`src/rtl/vga_timing_gen_pkg.sv`:
```
// Shared timing constants and types for the 640x480@60 Hz VGA raster generator.
// The top-level parameters default to these values.
package vga_pkg;

    localparam int H_ACTIVE = 640;
    localparam int H_FP     = 16;
    localparam int H_SYNC   = 96;
    localparam int H_BP     = 48;
    localparam int V_ACTIVE = 480;
    localparam int V_FP     = 10;
    localparam int V_SYNC   = 2;
    localparam int V_BP     = 33;

    localparam int H_TOTAL      = H_ACTIVE + H_FP + H_SYNC + H_BP;
    localparam int V_TOTAL      = V_ACTIVE + V_FP + V_SYNC + V_BP;
    localparam int H_SYNC_START = H_ACTIVE + H_FP;
    localparam int H_SYNC_END   = H_SYNC_START + H_SYNC - 1;
    localparam int V_SYNC_START = V_ACTIVE + V_FP;
    localparam int V_SYNC_END   = V_SYNC_START + V_SYNC - 1;

    localparam logic SYNC_ACTIVE = 1'b0;
    localparam int   COUNT_W     = 11;

    typedef logic [COUNT_W-1:0] count_t;

    typedef struct packed {
        logic hSync;
        logic vSync;
        logic blankN;
    } sync_t;

    // Idle level for the sync bundle: both syncs deasserted, picture blanked.
    localparam sync_t SYNC_IDLE = '{hSync: ~SYNC_ACTIVE, vSync: ~SYNC_ACTIVE, blankN: 1'b0};

endpackage

```
`src/rtl/vga_timing_gen_if.sv`:
```
// Raster timing bundle handed from the timing generator to the draw stages.
interface vga_timing_gen_if;
    import vga_pkg::*;

    count_t pixelX;
    count_t pixelY;
    logic   hSync;
    logic   vSync;
    logic   blankN;
    logic   startOfFrame;
    logic   endOfFrame;

    modport master (
        output pixelX, pixelY, hSync, vSync, blankN, startOfFrame, endOfFrame
    );

    modport slave (
        input pixelX, pixelY, hSync, vSync, blankN, startOfFrame, endOfFrame
    );

endinterface

```
`src/rtl/vga_timing_gen_sync_delay_line.sv`:
```
// Fixed-depth shift register that keeps the sync bundle aligned with the
// registered pixel data of the downstream draw stages.
module sync_delay_line #(
    parameter int               WIDTH     = 3,
    parameter int               DEPTH     = 1,
    parameter logic [WIDTH-1:0] RESET_VAL = '0
) (
    input  logic             clk,
    input  logic             resetN,
    input  logic [WIDTH-1:0] din_i,
    output logic [WIDTH-1:0] dout_o
);

    logic [WIDTH-1:0] stage_q [DEPTH];

    always_ff @(posedge clk) begin
        if (!resetN) begin
            for (int i = 0; i < DEPTH; i++) begin
                stage_q[i] <= RESET_VAL;
            end
        end else begin
            stage_q[0] <= din_i;
            for (int i = 1; i < DEPTH; i++) begin
                stage_q[i] <= stage_q[i-1];
            end
        end
    end

    assign dout_o = stage_q[DEPTH-1];

endmodule

```
`src/rtl/vga_timing_gen.sv`:
```
// Raster counters, sync/blank decode and frame-boundary pulses for the VGA chain.
// PIPE_DELAY (legal 1..4) matches the latency of the registered RGB path.
module vga_timing_gen #(
    parameter int H_ACTIVE   = vga_pkg::H_ACTIVE,
    parameter int H_FP       = vga_pkg::H_FP,
    parameter int H_SYNC     = vga_pkg::H_SYNC,
    parameter int H_BP       = vga_pkg::H_BP,
    parameter int V_ACTIVE   = vga_pkg::V_ACTIVE,
    parameter int V_FP       = vga_pkg::V_FP,
    parameter int V_SYNC     = vga_pkg::V_SYNC,
    parameter int V_BP       = vga_pkg::V_BP,
    parameter int PIPE_DELAY = 1
) (
    input  logic             clk,
    input  logic             resetN,
    vga_timing_gen_if.master vga
);

    localparam vga_pkg::count_t X_LAST     = vga_pkg::count_t'(H_ACTIVE + H_FP + H_SYNC + H_BP - 1);
    localparam vga_pkg::count_t Y_LAST     = vga_pkg::count_t'(V_ACTIVE + V_FP + V_SYNC + V_BP - 1);
    localparam vga_pkg::count_t Y_ACT_LAST = vga_pkg::count_t'(V_ACTIVE - 1);
    localparam vga_pkg::count_t X_ACTIVE   = vga_pkg::count_t'(H_ACTIVE);
    localparam vga_pkg::count_t Y_ACTIVE   = vga_pkg::count_t'(V_ACTIVE);
    localparam vga_pkg::count_t HS_FIRST   = vga_pkg::count_t'(H_ACTIVE + H_FP);
    localparam vga_pkg::count_t HS_LAST    = vga_pkg::count_t'(H_ACTIVE + H_FP + H_SYNC - 1);
    localparam vga_pkg::count_t VS_FIRST   = vga_pkg::count_t'(V_ACTIVE + V_FP);
    localparam vga_pkg::count_t VS_LAST    = vga_pkg::count_t'(V_ACTIVE + V_FP + V_SYNC - 1);

    vga_pkg::count_t pixelX_q, pixelX_d;
    vga_pkg::count_t pixelY_q, pixelY_d;
    logic            startOfFrame_q, startOfFrame_d;
    logic            endOfFrame_q, endOfFrame_d;
    logic            lineEnd;
    vga_pkg::sync_t  rawSync;
    vga_pkg::sync_t  delayedSync;

    // Frame pulses are taken from the same transition that moves the counters,
    // so they line up with the (0,0) and (0,V_ACTIVE) positions they announce.
    always_comb begin
        lineEnd        = (pixelX_q == X_LAST);
        pixelX_d       = pixelX_q + 1'b1;
        pixelY_d       = pixelY_q;
        startOfFrame_d = 1'b0;
        endOfFrame_d   = 1'b0;
        if (lineEnd) begin
            pixelX_d       = '0;
            pixelY_d       = (pixelY_q == Y_LAST) ? '0 : pixelY_q + 1'b1;
            startOfFrame_d = (pixelY_q == Y_LAST);
            endOfFrame_d   = (pixelY_q == Y_ACT_LAST);
        end
    end

    always_ff @(posedge clk) begin
        if (!resetN) begin
            pixelX_q       <= '0;
            pixelY_q       <= '0;
            startOfFrame_q <= 1'b0;
            endOfFrame_q   <= 1'b0;
        end else begin
            pixelX_q       <= pixelX_d;
            pixelY_q       <= pixelY_d;
            startOfFrame_q <= startOfFrame_d;
            endOfFrame_q   <= endOfFrame_d;
        end
    end

    always_comb begin
        rawSync        = vga_pkg::SYNC_IDLE;
        rawSync.hSync  = (pixelX_q >= HS_FIRST && pixelX_q <= HS_LAST) ?
                         vga_pkg::SYNC_ACTIVE : ~vga_pkg::SYNC_ACTIVE;
        rawSync.vSync  = (pixelY_q >= VS_FIRST && pixelY_q <= VS_LAST) ?
                         vga_pkg::SYNC_ACTIVE : ~vga_pkg::SYNC_ACTIVE;
        rawSync.blankN = (pixelX_q < X_ACTIVE) && (pixelY_q < Y_ACTIVE);
    end

    sync_delay_line #(
        .WIDTH     (3),
        .DEPTH     (PIPE_DELAY),
        .RESET_VAL (vga_pkg::SYNC_IDLE)
    ) u_syncDelay (
        .clk    (clk),
        .resetN (resetN),
        .din_i  (rawSync),
        .dout_o (delayedSync)
    );

    assign vga.pixelX       = pixelX_q;
    assign vga.pixelY       = pixelY_q;
    assign vga.hSync        = delayedSync.hSync;
    assign vga.vSync        = delayedSync.vSync;
    assign vga.blankN       = delayedSync.blankN;
    assign vga.startOfFrame = startOfFrame_q;
    assign vga.endOfFrame   = endOfFrame_q;

endmodule

```
`src/flat_wrapper.sv`:
```
// flat-port wrapper written by rule: the top's interface ports become plain ports
module vga_timing_gen_flat 
#(
    parameter int H_ACTIVE   = vga_pkg::H_ACTIVE,
    parameter int H_FP       = vga_pkg::H_FP,
    parameter int H_SYNC     = vga_pkg::H_SYNC,
    parameter int H_BP       = vga_pkg::H_BP,
    parameter int V_ACTIVE   = vga_pkg::V_ACTIVE,
    parameter int V_FP       = vga_pkg::V_FP,
    parameter int V_SYNC     = vga_pkg::V_SYNC,
    parameter int V_BP       = vga_pkg::V_BP,
    parameter int PIPE_DELAY = 1
)
  (clk, resetN, vga_pixelX, vga_pixelY, vga_hSync, vga_vSync, vga_blankN, vga_startOfFrame, vga_endOfFrame);
  vga_timing_gen_if vga_i ();
  input  logic clk;
  input  logic resetN;
  output wire logic [$bits(vga_i.pixelX)-1:0] vga_pixelX;
  output wire logic [$bits(vga_i.pixelY)-1:0] vga_pixelY;
  output wire logic [$bits(vga_i.hSync)-1:0] vga_hSync;
  output wire logic [$bits(vga_i.vSync)-1:0] vga_vSync;
  output wire logic [$bits(vga_i.blankN)-1:0] vga_blankN;
  output wire logic [$bits(vga_i.startOfFrame)-1:0] vga_startOfFrame;
  output wire logic [$bits(vga_i.endOfFrame)-1:0] vga_endOfFrame;
  assign vga_pixelX = vga_i.pixelX;
  assign vga_pixelY = vga_i.pixelY;
  assign vga_hSync = vga_i.hSync;
  assign vga_vSync = vga_i.vSync;
  assign vga_blankN = vga_i.blankN;
  assign vga_startOfFrame = vga_i.startOfFrame;
  assign vga_endOfFrame = vga_i.endOfFrame;
  vga_timing_gen #(.H_ACTIVE(H_ACTIVE), .H_FP(H_FP), .H_SYNC(H_SYNC), .H_BP(H_BP), .V_ACTIVE(V_ACTIVE), .V_FP(V_FP), .V_SYNC(V_SYNC), .V_BP(V_BP), .PIPE_DELAY(PIPE_DELAY)) u_core (.clk(clk), .resetN(resetN), .vga(vga_i));
endmodule
```
`config.mk`:
```
export PLATFORM = sky130hd
export DESIGN_NAME = vga_timing_gen_flat
export DESIGN_NICKNAME = d
export VERILOG_FILES = /design/src/rtl/vga_timing_gen_pkg.sv /design/src/rtl/vga_timing_gen_if.sv /design/src/rtl/vga_timing_gen_sync_delay_line.sv /design/src/rtl/vga_timing_gen.sv /design/src/flat_wrapper.sv
export SDC_FILE = /design/constraint.sdc
export NUM_CORES = 1
export LEC_CHECK = 0
export BUFFER_PORTS_ARGS = -buffer_cell sky130_fd_sc_hd__buf_2
export CAP_MARGIN = 0
export CORE_ASPECT_RATIO = 2
export CORE_MARGIN = 4
export CORE_UTILIZATION = 30
export CTS_BUF_LIST = sky130_fd_sc_hd__clkbuf_4 sky130_fd_sc_hd__clkbuf_8 sky130_fd_sc_hd__clkbuf_16
export DETAILED_ROUTE_END_ITERATION = 7
export GPL_TIMING_DRIVEN = 0
export PLACE_DENSITY = 0.58
export SLEW_MARGIN = 25
export SYNTH_ARGS = -nofsm -noshare
export SYNTH_HDL_FRONTEND = slang
export SYNTH_HIERARCHICAL = 1
export SYNTH_SLANG_ARGS = --single-unit
export TNS_END_PERCENT = 1
```
`constraint.sdc`:
```
create_clock -name clk -period 3.8 [get_ports clk]
set_input_delay 0.38 -clock clk [delete_from_list [all_inputs] [get_ports clk]]
set_output_delay 0.38 -clock clk [all_outputs]
set_load 0.03 [all_outputs]
```
Word level (Yosys, flattened, before mapping)
Memories as Yosys holds them, arrays and structs flattened.
Index checks and enable logic that the tools add are counted.
{"block": "totals", "regBits": 24, "mem_bits_rw": 3, "in_bits": 2, "output_inout_bits": 27, "word_cells": 30, "n_memories": 1}
{"block": "op_classes", "add_sub_neg": 2, "n_lt_le_gt_ge": 6, "eq_ne": 3, "muxes": 7, "bitwise": 1, "n_reduce_logical": 6}
{"name": "u_core.u_syncDelay.stage_q", "depth": 1, "width": 3, "rd": 1, "rd_ports_with_merged_regs": 0, "write_ports": 1, "line": "vga_timing_gen_sync_delay_line.sv:14", "text": "logic [WIDTH-1:0] stage_q [DEPTH];"}
{"op": "$add A11 B1 Y11 const B", "count": 2}
{"op": "$eq A11 B10 Y1 const B", "count": 2}
{"op": "$eq A11 B9 Y1 const B", "count": 1}
{"op": "$ge A11 B10 Y1 const B", "count": 1}
{"op": "$ge A11 B9 Y1 const B", "count": 1}
{"op": "$le A11 B10 Y1 const B", "count": 1}
{"op": "$le A11 B9 Y1 const B", "count": 1}
{"op": "$lt A11 B10 Y1 const B", "count": 1}
{"op": "$lt A11 B9 Y1 const B", "count": 1}
{"op": "$mux W11", "count": 1}
{"op": "$mux W1", "count": 5}
{"op": "$logic_and A1 B1 Y1", "count": 3}
{"op": "$mux W3", "count": 1}
{"op": "$reduce_or A3 Y1", "count": 1}
{"op": "$reduce_and A2 Y1", "count": 1}
{"op": "$reduce_or A2 Y1", "count": 1}
{"op": "$not A1 Y1", "count": 1}

Logic depth before layout (Yosys ltp)
{"block": "logic_depth", "ltp_word": 4, "mapped_depth": 6, "ltp_nobuf": 6}

Cells and area by module
Netlist, hierarchy kept.
{"mod": "vga_timing_gen", "instances": 1, "cells_per_inst": 147, "area_each_um2": 1268.7, "seq_area_each_um2": 480.5}
{"mod": "sync_delay_line", "instances": 1, "cells_per_inst": 6, "area_each_um2": 78.8, "seq_area_each_um2": 60.1}

Least setup slack after synthesis
No wires, ideal clock.
{"block": "synth_path", "path_kind": "register to register", "startpoint": "register u_core.pixelX_q[0], in the netlist u_core/vga.pixelX[0]", "endpoint": "register u_core.pixelY_q[6], in the netlist u_core/vga.pixelY[6]", "setup_time_ns": 0.067, "arrival_ns": 2.031, "t_required_ns": 3.733, "setup_slack_ns": 1.703, "path_stages_with_launch": 6, "n_path_buf": 0, "period_less_slack_ns": 2.097, "path_cell_list": "dfxtp_1 -> ha_1 -> nand4_2 -> or3_4 -> or4_4 -> a21oi_2"}
{"block": "synth_via", "elab_chain_len": 1}
{"element": "from (decl)", "line": "vga_timing_gen.sv:29", "text": "vga_pkg::count_t pixelX_q, pixelX_d;"}
{"element": "from (signal assigned)", "line": "vga_timing_gen.sv:60", "text": "pixelX_q <= pixelX_d;"}
{"element": "$eq A11 B10 Y1", "line": "vga_timing_gen.sv:40", "text": "lineEnd = (pixelX_q == X_LAST);"}
{"element": "to (signal assigned)", "line": "vga_timing_gen.sv:61", "text": "pixelY_q <= pixelY_d;"}
{"element": "to (decl)", "line": "vga_timing_gen.sv:30", "text": "vga_pkg::count_t pixelY_q, pixelY_d;"}
Every way passes these cells.
A chain may end at the register's enable or synchronous reset.

Worst setup path in the final report
{"block": "layout_path", "startpoint": "register u_core.pixelX_q[0], in the netlist u_core/vga.pixelX[0]", "endpoint": "register u_core.pixelY_q[7], in the netlist u_core/vga.pixelY[7]"}
The elaborated chain is that of the path after synthesis.

==> impl_metrics.csv <==
group,metric,value,unit
grt,track_usage,0.121,
power_and_ir_drop,p_switching,106,uW
setup_path,cp.required,4000,ps
power_and_ir_drop,combPwrFrac,0.047,
yosys,synth_cells,153,
timing,fin_crit,2140,ps
cts,clkTransAtPathRegs,90,ps
yosys,ys_top_cells_by_area,"dfxtp_1 (40%), nor2_1 (5.3%), xnor2_1 (5.2%)",
setup_path,cp-end-kind,"flop",
yosys,synthDistinctLibCells,36,
timing,rsz0062_at_grt,"no",
floorplan,die_h,103,um
setup_path,crit_fanout,9,
cts,cts.hold.buffers_added,0,
timing,hold_viol_final,0,
place,dp_hpwl,2.52,mm
cts,cts_sinks,27,
yosys,synth_warnings,6,
layout,syn2layout_area_growth,19.0,%
yosys,synth-edff-count,0,
grt,grt_pass1_vias,1189,
yosys,async_reset_ff_frac,0,
layout,final_core_util,0.370,
layout,diodes,0,
timing,worst_slack,1660,ps
routing,firstDrtPassIters,4,
power_and_ir_drop,intPower,374,uW
timing,setup_tns,0,ps
cts,cts_root_buffer,"clkbuf_8",
yosys,synth_top_area_share,0.401,
yosys,synth.net_count,160,
place,portBuffers,28,
yosys,synthMostInstantiatedCell,"dfxtp_1",
routing,vias,1186,
floorplan,start_util,0.311,
cts,cts_tree,"built",
setup_path,worst_setup_path_start_kind,"flop",
routing,drc,0,
layout,fin_nets,193,
power_and_ir_drop,p_sw_frac,0.221,
routing,vias_per_cell,4.96,
power_and_ir_drop,ir_worst_vdd,0.169,mV
floorplan,fp.dieW,55.4,um
grt,antenna_found_initial,0,
yosys,synth_common_cells,"dfxtp_1 (27), nor2_1 (19), inv_1 (10), nand2_1 (10), nand3_1 (10)",
cts,ctsLongestPathBuffers,2,
cts,cts_setup_buffers,0,
routing,wl_per_cell,13.6,um
layout,drive_gt1_frac,0.232,
power_and_ir_drop,pwr-share-seq,0.603,
yosys,ys.flop_type,"dfxtp_1",
power_and_ir_drop,power,480,uW
floorplan,core-area,4340,um2
power_and_ir_drop,p_per_area,299,nW/um2
floorplan,rows,34,
place,routabilityCongestion,0.793,
run,max_cap_viol_count,0,
timing,maxSlewHeadroom,0.659,
timing,period_share,0.563,
power_and_ir_drop,clockPowerShare,0.350,
timing,setup_viol,0,
routing,drt_wl_total,3.24,mm
setup_path,arrival,2340,ps
routing,antenna_left,0,
place,dp_slack,1650,ps
yosys,synth_top_area_cell,"dfxtp_1",
yosys,yosysSeqAreaShare,0.401,
power_and_ir_drop,power.leakage,0.000594,uW
grt,grt_first_pass_wirelength,5.60,mm
routing,drt_iter0_drc,36,
cts,htreeDepth,1,
grt,grt_overflow,0,
floorplan,num_io_pins,29,
cts,cts_buffers,3,
yosys,synth_area_per_cell,8.81,um2
cts,clock_latency,260,ps
yosys,ys_seq_elements,27,
timing,fin_skew,4.56,ps
cts,cts_resized,0,
run_status,outcome,"finished clean",
yosys,synth_area,1350,um2
setup_path,crit_type,"flop to flop",
timing,slew_viol_final,0,
hold_path,hp-class,"primary input to flop",
grt,grt_max_degree,15,
timing,max_freq,467,MHz
floorplan,die-area,5690,um2
timing,tightest_slew,507,ps
path summary, 6_finish.rpt:
kind | from | to | slack [ps] | depth (start not counted)
worst max-delay path | u_core/vga.pixelX[0]$_SDFF_PP0_ | u_core/vga.pixelY[7]$_SDFFE_PN0N_ | 1660 | 5
worst min-delay path | resetN | u_core/u_syncDelay/stage_q[0][2]$_SDFF_PN1_ | 320 | 2
worst max register to register | u_core/vga.pixelX[0]$_SDFF_PP0_ | u_core/vga.pixelY[7]$_SDFFE_PN0N_ | 1660 | 5
worst min register to register | u_core/vga.pixelX[0]$_SDFF_PP0_ | u_core/vga.pixelX[0]$_SDFF_PP0_ | 500 | 1
stage by stage:
step           hold slack, ps  std cells  cell area [um2]
6_report                  320        239             1600
2_1_floorplan             453        153             1350
5_1_grt                   324        239             1600
4_1_cts                   321        239             1600
3_3_place_gp              474        235             1560
3_5_place_dp              487        235             1560
final cells by class:
type | count | area (um2)
sequential | 27 | 541
multi-input combinational | 112 | 752
tap | 54 | 67.6
buffer | 4 | 17.5
clock buffer | 4 | 48.8
timing repair buffer | 28 | 140
inverter | 10 | 37.5
fill | 518 | 2740
power groups by stage:
stage               logic, uW  registers, uW  clock network, uW
floorplan                8.87            302                  0
global placement         22.6            297                  0
detailed placement       22.9            297                  0
CTS                      23.1            290                177
global route             24.9            291                186
finish                   22.4            290                168
registers in the layout, indices dropped and copies added, names as in the netlist:
register,cells
u_core/vga.endOfFrame,1
u_core/u_syncDelay/stage_q,3
u_core/vga.pixelX,11
u_core/vga.startOfFrame,1
u_core/vga.pixelY,11
cell families after synthesis:
logic type               count (synthesis)  synth area share
adder cells (fa/ha/maj)                  5            0.0464
AO/OA/AOI/OAI                           20             0.102
flip-flops                              27             0.401
AND/OR/NAND/NOR                         75             0.331
buffers and inverters                   14            0.0409
XOR/XNOR                                12            0.0780
routing by layer:
metal	GRT usage	up-vias	part of all wire
met2	0.224	24	0.54
met1	0.134	550	0.40
li1	-	606	-
met3	0.0188	6	0.035
met4	0.0581	0	0.026
met5	0	-	0
critical path, cell delays in order, from the launching register on:
cell,delay [ps]
dfxtp_1,420
ha_1,270
nand4_2,240
nor4_1,520
or4b_1,480
a21oi_1,150
layout by cell type, fill, tap and decap left out, types with 3 or more instances in the layout:
| master | synthesis | layout |
|---|---|---|
| nand4_1 | 4 | 4 |
| nor4_1 | 6 | 6 |
| ha_1 | 5 | 5 |
| nor2_1 | 19 | 19 |
| xor2_1 | 4 | 4 |
| nand2b_1 | 3 | 3 |
| a21oi_1 | 5 | 5 |
| nand3_1 | 10 | 10 |
| inv_1 | 10 | 10 |
| xnor2_1 | 8 | 8 |
| clkbuf_8 | 0 | 3 |
| dfxtp_1 | 27 | 27 |
| and3_1 | 3 | 3 |
| buf_2 | 2 | 30 |
| o31ai_1 | 3 | 3 |
| and4_1 | 3 | 3 |
| o21ai_0 | 5 | 5 |
| nand2_1 | 10 | 10 |
| nor3_1 | 4 | 4 |
(Power assumes the default switching activity.)
